[src/rtl/switch_debounce_strobe.sv]
// Synchronising push-button debouncer that emits one enable strobe plus a captured data bit per accepted press.
// Optional auto-repeat while the button is held is compiled in with `define DEBOUNCE_AUTOREPEAT_EN.
module switch_debounce_strobe #(
    parameter int DEBOUNCE_CYCLES = 16,
    parameter int REPEAT_DELAY    = 64,
    parameter int REPEAT_PERIOD   = 16,
    parameter int CNT_W           = 8
) (
    input  logic       clk,
    input  logic       reset,
    input  logic       btn_raw,
    input  logic       d_raw,
    output logic       enable,
    output logic       d_out,
    output logic       btn_level,
    output logic [3:0] press_count,
    output logic [1:0] dbg_state
);

    typedef enum logic [1:0] {
        IDLE         = 2'd0,
        PRESS_WAIT   = 2'd1,
        PRESSED      = 2'd2,
        RELEASE_WAIT = 2'd3
    } state_e;

    localparam int MAX_DR    = (DEBOUNCE_CYCLES > REPEAT_DELAY) ? DEBOUNCE_CYCLES : REPEAT_DELAY;
    localparam int MAX_TICKS = (MAX_DR > REPEAT_PERIOD) ? MAX_DR : REPEAT_PERIOD;

    localparam logic [CNT_W-1:0] DB_LAST = CNT_W'(DEBOUNCE_CYCLES - 1);

    if (DEBOUNCE_CYCLES < 2) begin : g_bad_debounce
        $error("DEBOUNCE_CYCLES must be at least 2");
    end
    if ((MAX_TICKS - 1) > ((1 << CNT_W) - 1)) begin : g_bad_cnt_w
        $error("CNT_W too narrow for the longest interval");
    end

    // Two-flop synchronisers; only the *_s_q outputs reach the FSM.
    logic btn_meta_q, btn_s_q;
    logic d_meta_q, d_s_q;

    state_e           state_q, state_d;
    logic [CNT_W-1:0] cnt_q, cnt_d;
    logic             enable_q, enable_d;
    logic             d_out_q, d_out_d;
    logic [3:0]       press_count_q, press_count_d;
    logic             strobe;

`ifdef DEBOUNCE_AUTOREPEAT_EN
    localparam logic [CNT_W-1:0] RD_LAST = CNT_W'(REPEAT_DELAY - 1);
    localparam logic [CNT_W-1:0] RP_LAST = CNT_W'(REPEAT_PERIOD - 1);

    // 0 while waiting out the initial delay, 1 once periodic repeats have begun.
    logic             rep_phase_q, rep_phase_d;
    logic [CNT_W-1:0] rep_last;

    assign rep_last = rep_phase_q ? RP_LAST : RD_LAST;
`endif

    always_ff @(posedge clk) begin
        if (reset) begin
            btn_meta_q    <= 1'b0;
            btn_s_q       <= 1'b0;
            d_meta_q      <= 1'b0;
            d_s_q         <= 1'b0;
            state_q       <= IDLE;
            cnt_q         <= '0;
            enable_q      <= 1'b0;
            d_out_q       <= 1'b0;
            press_count_q <= 4'd0;
`ifdef DEBOUNCE_AUTOREPEAT_EN
            rep_phase_q   <= 1'b0;
`endif
        end else begin
            btn_meta_q    <= btn_raw;
            btn_s_q       <= btn_meta_q;
            d_meta_q      <= d_raw;
            d_s_q         <= d_meta_q;
            state_q       <= state_d;
            cnt_q         <= cnt_d;
            enable_q      <= enable_d;
            d_out_q       <= d_out_d;
            press_count_q <= press_count_d;
`ifdef DEBOUNCE_AUTOREPEAT_EN
            rep_phase_q   <= rep_phase_d;
`endif
        end
    end

    always_comb begin
        state_d       = state_q;
        cnt_d         = cnt_q;
        enable_d      = 1'b0;
        d_out_d       = d_out_q;
        press_count_d = press_count_q;
        strobe        = 1'b0;
`ifdef DEBOUNCE_AUTOREPEAT_EN
        rep_phase_d   = rep_phase_q;
`endif

        case (state_q)
            IDLE: begin
                if (btn_s_q) begin
                    state_d = PRESS_WAIT;
                    cnt_d   = '0;
                end
            end

            PRESS_WAIT: begin
                // Any low sample aborts; the next high restarts qualification from zero.
                if (!btn_s_q) begin
                    state_d = IDLE;
                end else if (cnt_q == DB_LAST) begin
                    state_d = PRESSED;
                    cnt_d   = '0;
                    strobe  = 1'b1;
`ifdef DEBOUNCE_AUTOREPEAT_EN
                    rep_phase_d = 1'b0;
`endif
                end else begin
                    cnt_d = cnt_q + CNT_W'(1);
                end
            end

            PRESSED: begin
                if (!btn_s_q) begin
                    state_d = RELEASE_WAIT;
                    cnt_d   = '0;
                end
`ifdef DEBOUNCE_AUTOREPEAT_EN
                else if (cnt_q == rep_last) begin
                    cnt_d       = '0;
                    strobe      = 1'b1;
                    rep_phase_d = 1'b1;
                end else begin
                    cnt_d = cnt_q + CNT_W'(1);
                end
`endif
            end

            RELEASE_WAIT: begin
                // A bounce back high returns to PRESSED silently.
                if (btn_s_q) begin
                    state_d = PRESSED;
                    cnt_d   = '0;
`ifdef DEBOUNCE_AUTOREPEAT_EN
                    rep_phase_d = 1'b0;
`endif
                end else if (cnt_q == DB_LAST) begin
                    state_d = IDLE;
                end else begin
                    cnt_d = cnt_q + CNT_W'(1);
                end
            end

            default: begin
                state_d = IDLE;
                cnt_d   = '0;
            end
        endcase

        if (strobe) begin
            enable_d      = 1'b1;
            d_out_d       = d_s_q;
            press_count_d = press_count_q + 4'd1;
        end
    end

    assign enable      = enable_q;
    assign d_out       = d_out_q;
    assign press_count = press_count_q;
    assign btn_level   = (state_q == PRESSED) || (state_q == RELEASE_WAIT);
    assign dbg_state   = state_q;

endmodule

[config.mk]
export PLATFORM = sky130hd
export DESIGN_NAME = switch_debounce_strobe
export DESIGN_NICKNAME = d
export VERILOG_FILES = /design/src/rtl/switch_debounce_strobe.sv
export SDC_FILE = /design/constraint.sdc
export NUM_CORES = 1
export LEC_CHECK = 0
export CAP_MARGIN = 20
export CORE_MARGIN = 5
export CORE_UTILIZATION = 47
export CTS_CLUSTER_DIAMETER = 60
export DETAILED_ROUTE_END_ITERATION = 10
export PLACE_DENSITY = 0.73
export SLEW_MARGIN = 40
export SYNTH_ARGS = -nofsm -noshare
export SYNTH_HDL_FRONTEND = slang
export SYNTH_SLANG_ARGS = --single-unit
[constraint.sdc]
create_clock -name clk -period 1.92 [get_ports clk]
set_input_delay 0.384 -clock clk [delete_from_list [all_inputs] [get_ports clk]]
set_output_delay 0.384 -clock clk [all_outputs]
set_load 0.01 [all_outputs]
Yosys cells after proc, flatten, opt, wreduce, memory -nomap -nowiden

Index checks and enable logic that the tools add are counted.

$add $sub $neg: 2
Equality and inequality tests: 10
Mux-type cells: 18
Reduce and logical (&&, ||, !) cells: 4

Operators with widths:

| kind                                          | number |
|---|---|
| two-way mux 8 bit                             | 6 |
| one-hot mux 8 bit (4 select lines)            | 1 |
| two-way mux 2 bit                             | 6 |
| inequality test 3 bit, second input constant  | 3 |
| adder 8 x 1 -> 8 bit, second input constant   | 1 |
| == test 8 x 4 -> 1 bit, second input constant | 1 |
| one-hot mux 2 bit (4 select lines)            | 1 |
| AND reduction 4 bit                           | 2 |
| inequality test 2 bit, second input constant  | 3 |
| adder 4 x 1 -> 4 bit, second input constant   | 1 |
| == test 2 bit, second input constant          | 2 |
| two-way mux 1 bit                             | 4 |
| == test 2 x 1 -> 1 bit, second input constant | 1 |
| zero test 2 bit                               | 1 |
| logical OR 1 bit                              | 1 |

Bits in registers: 20
Input bits: 4
Logic and storage cells: 43

Depth between registers and ports, before layout

Depth in word-level cells: 5
Mapped depth: 5

Least setup slack after synthesis

No wires, ideal clock.

Path kind: register to register
Start: register cnt_q[7]
End: register press_count_q[3], in the netlist press_count[3]
Setup time: 123 ps
Data arrival time: 1780 ps
Data required time: 1797 ps
Setup slack: 17 ps
Cell stages (with the launch flop): 6
Path buffers: 1
Period minus slack after synthesis: 1903 ps
Cells stage by stage: dfxtp_1 -> or4_1 -> buf_2 -> nor4_4 -> nand4_1 -> mux2_1

Word-level cells in the longest chain between the ends: 4

RTL lines:

| item                   | RTL line | source |
|---|---|---|
| from (decl)            | 44       | `logic [CNT_W-1:0] cnt_q, cnt_d;` |
| from (signal assigned) | 81       | `cnt_q <= cnt_d;` |
| == test 8 x 4 -> 1 bit | 114      | `end else if (cnt_q == DB_LAST) begin` |
| two-way mux 1 bit      | 114      |  |
| two-way mux 1 bit      | 112      | `if (!btn_s_q) begin` |
| two-way mux 1 bit      | 102      | `case (state_q)` |
| to (signal assigned)   | 84       | `press_count_q <= press_count_d;` |
| to (decl)              | 47       | `logic [3:0] press_count_q, press_count_d;` |

Every way passes these cells.
A chain may end at the register's enable or synchronous reset.

Worst setup path in the final report

Start: register cnt_q[7]
End: register cnt_q[7]

Word-level cells in the longest chain between the ends: 4
Elaborated cells on any way between the ends: 9
Classes of those cells: add/sub (1); eq/ne (2); mux (5); reduce/logical (1)

RTL lines:

| item                                                           | RTL line |
|---|---|
| adder 8 x 1 -> 8 bit or == test 8 x 4 -> 1 bit (tied branches) | n/a |
| two-way mux 8 bit (on tied branches)                           | 150, 114 |
| two-way mux 8 bit (on tied branches)                           | 144, 112 |
| one-hot mux 8 bit (4 select lines)                             | 102 |

Parallel ways exist; a longest one is shown, timed or not. The select of a mux whose other input is x is not followed.

==> out/results.tsv <==
stage	metric	value	unit
critical_path	path_common_cell	buf_4	
critical_path	worstPathBufferInverterCount	2	
detailed_routing	ant_nets	0	
detailed_routing	drc_errors	0	
timing	timing.fmax	536	MHz
critical_path	timing.critical_path.from_type	flip-flop	
critical_path	worst_path_max_delay_cell	or4_1	
cells_and_area	area_growth_syn_to_layout	30.8	%
power_and_ir_drop	static-leakage-power	0.509	nW
cells_and_area	final_cell_area	1270	um2
cts	ctsHtreeMaxLevel	1	
floorplan	die_height	55.5	um
critical_path	endpoint_kind	flip-flop	
cells_and_area	final_nets	138	
critical_path	critical_path_cell_count	6	
cts	ctsRootBufferMaster	clkbuf_4	
critical_path	worstPathCellList	or4_1 > buf_4 > o211ai_1 > buf_4 > nor3_1 > a211o_2	
timing	timing.setup.tns	0	ns
floorplan	floorplan.rows	16	
timing	timing.final.crit_period	1.87	ns
detailed_routing	dr.pass1.iters	4	
timing	maxSlewHeadroom	70.4	%
logic_synthesis	postSynthNetCount	113	
min_path	hp-class	reg -> reg	
logic_synthesis	syn-mean-instance-area	9.11	um2
floorplan	fp.coreArea	1960	um2
place	port-buffer-count	12	
logic_synthesis	netlist.area_leader.share	41.1	%
floorplan	die_width	55.5	um
logic_synthesis	number_of_distinct_library_cell_variants_in_the_gate_level_netlist_after_synthesis	39	
timing	finalSetupViolCount	0	
floorplan	design.die.area	3080	um2
timing	hold_violations	0	
critical_path	arrival	2.06	ns
timing	finalWorstSetupSlack	0.0537	ns
grt	global_route_total_overflow	0	
timing	finClkSkew	0.00294	ns
logic_synthesis	synth-edff-count	0	
floorplan	io-pin-count	13	
cells_and_area	final_layout_size_suffix_gt1_share	20.6	%
cts	clkTransAtPathRegs	0.12	ns
floorplan	start_util	49.7	%
place	place_ws	0.0707	ns
timing	fin_crit_sh	97.2	%
logic_synthesis	ys_async_sr_fraction	0	%
grt	grt_first_pass_wirelength	3790	um
cts	cts.repair_timing.setup_buffer_count	0	
cts	cts.path.max_buffers	2	
detailed_routing	via_per_inst	5.35	
critical_path	worstSetupPathType	reg -> reg	
critical_path	worst_r2r_path_depth	6	
cts	cts_tree	done	
logic_synthesis	yosysSeqAreaShare	41.1	%
detailed_routing	detail_route.iter0.violations	14	
power_and_ir_drop	pwr_density_cell	630	nW/um2
grt	track_usage	14.6	%
logic_synthesis	synth_warnings	0	
timing	pins_over_their_slew_limit	0	
logic_synthesis	synthDominantAreaCellType	dfxtp_1	
critical_path	crit_required	2.11	ns
logic_synthesis	synth_area_leaders	dfxtp_1, nor2b_1, mux2i_1, and3_1, nor2_1	
outcome	outcome	finished, final reports clean	
logic_synthesis	syn-instance-count	107	
place	place_congestion	0.787	
critical_path	critical_path.max_fanout	5	
detailed_routing	number_of_vias_after_detailed_routing	846	
detailed_routing	routed_wirelength	2130	um
flow_run	timing.max_cap.violations	0	
detailed_routing	wire_per_inst	13.5	um
place	dpl.hpwl	1560	um
timing	max_slew.worst_pin.slew	0.433	ns
cts	clock_latency	0.29	ns
cells_and_area	final-instance-count-excl-fill	158	
logic_synthesis	yosys_register_bits	20	
place	dp.cells	154	
logic_synthesis	most_common_flop_cell_mapped_by_yosys	dfxtp_1	
power_and_ir_drop	irDropWorstVdd	507	uV
cts	clock_sinks	20	
critical_path	critical-path-max-stage-delay	0.57	ns
grt	vias_in_the_first_global_route	896	
logic_synthesis	synthesis.area	975	um2
grt	grt_max_degree	18	
min_path	hold_path_depth	1	
critical_path	critical_path.top_delay_family	simple AND/OR/NAND/NOR gates	
place	postPlaceCellArea	1210	um2
cts	cts-buffers-inserted	3	
cells_and_area	antennaDiodeCount	0	
grt	antenna_found_initial	0	
## synthesized netlist by cell type (all sizes together) (2+ instances only)
master	count
a2111oi	2
a211o	4
a21oi	3
a31oi	2
and3	7
buf	3
clkbuf	3
dfxtp	20
ha	2
mux2i	4
nand2	6
nand2b	3
nand3	7
nor2	10
nor2b	7
nor3	4
nor4	3
## worst paths after layout
kind | startpoint | endpoint | slack [ns]
setup / recovery | cnt_q[7]$_SDFFE_PP0P_ | cnt_q[7]$_SDFFE_PP0P_ | 0.05
hold reg to reg | d_meta_q$_SDFF_PP0_ | d_s_q$_SDFF_PP0_ | 0.46
hold / removal | d_meta_q$_SDFF_PP0_ | d_s_q$_SDFF_PP0_ | 0.46
setup reg to reg | cnt_q[7]$_SDFFE_PP0P_ | cnt_q[7]$_SDFFE_PP0P_ | 0.05
## placed cells by master, fill, tap and decap left out, types with 4 or more instances in the layout
| cell type | Yosys | layout |
|---|---|---|
| and3_1 | 6 | 6 |
| nand2_1 | 6 | 6 |
| nand3_1 | 6 | 6 |
| clkdlybuf4s50_1 | 0 | 12 |
| dfxtp_1 | 20 | 19 |
| nor2_1 | 10 | 10 |
| mux2i_1 | 4 | 4 |
| nor3_1 | 4 | 4 |
| buf_4 | 0 | 14 |
| nor2b_1 | 7 | 7 |
## logic make-up (layout without fill, tap and decap cells)
kind of cell | Yosys count | after routing | share of synthesized area, %
compound gates | 20 | 20 | 16.3
xor+xnor | 2 | 2 | 1.80
fa+ha+maj | 2 | 2 | 2.57
buf+inv | 7 | 31 | 2.95
flops | 20 | 20 | 41.1
mux | 5 | 5 | 5.26
simple gates | 51 | 51 | 30.0
## per-stage QoR
stage | utilization (%) | total power [mW] | hold slack (ns)
floorplan | - | 0.451 | 0.414
global placement | 61.6 | 0.467 | 0.418
detailed placement | 61.6 | 0.467 | 0.429
CTS | 64.3 | 0.804 | 0.457
global route | 65.0 | 0.831 | 0.465
finish | 65.0 | 0.803 | 0.457
## state kept, by name (all words and copies together), names as in the netlist, named ones only
| signal | cells |
|---|---|
| dbg_state | 1 |
| enable | 1 |
| press_count | 4 |
| btn_meta_q | 1 |
| d_meta_q | 1 |
| d_s_q | 1 |
| cnt_q | 8 |
| btn_s_q | 1 |
| d_out | 1 |
## worst register-to-register path: cells and delay by family (launching register included)
kind	cells	cell delay [ns]
simple gates	2	0.62
compound gates	2	0.46
buf+inv	2	0.34
flops	1	0.33
## power breakdown
part,switching (mW),internal (mW)
logic,0.0159,0.0196
registers,0.00359,0.419
clock network,0.134,0.211
## final cells by class
type	instances	area, um2
fill	189	687
inverter	1	3.75
tap	27	33.8
clock buffer	3	22.5
timing repair buffer	26	225
multi-input combinational	80	558
clock inverter	1	30.0
sequential	20	402
## routing by layer
layer  track usage [%]  share of wire (%)  vias up
li1                  -                  -      444
met1              18.5                 48      390
met2              24.5                 48       10
met3              2.80                2.8        2
met4              5.21                1.2        0
met5                 0                  0        -
## timing repair
| item | CTS | global route |
|---|---|---|
| hold buffers | 0 | 0 |
| hold endpoints to repair | 0 | 0 |
| pin swaps | 0 | 2 |
| endpoints found under the setup margin | 2 | 4 |
| gates resized for setup | 1 | 2 |
No activity file was read; power rests on OpenSTA's default activity.
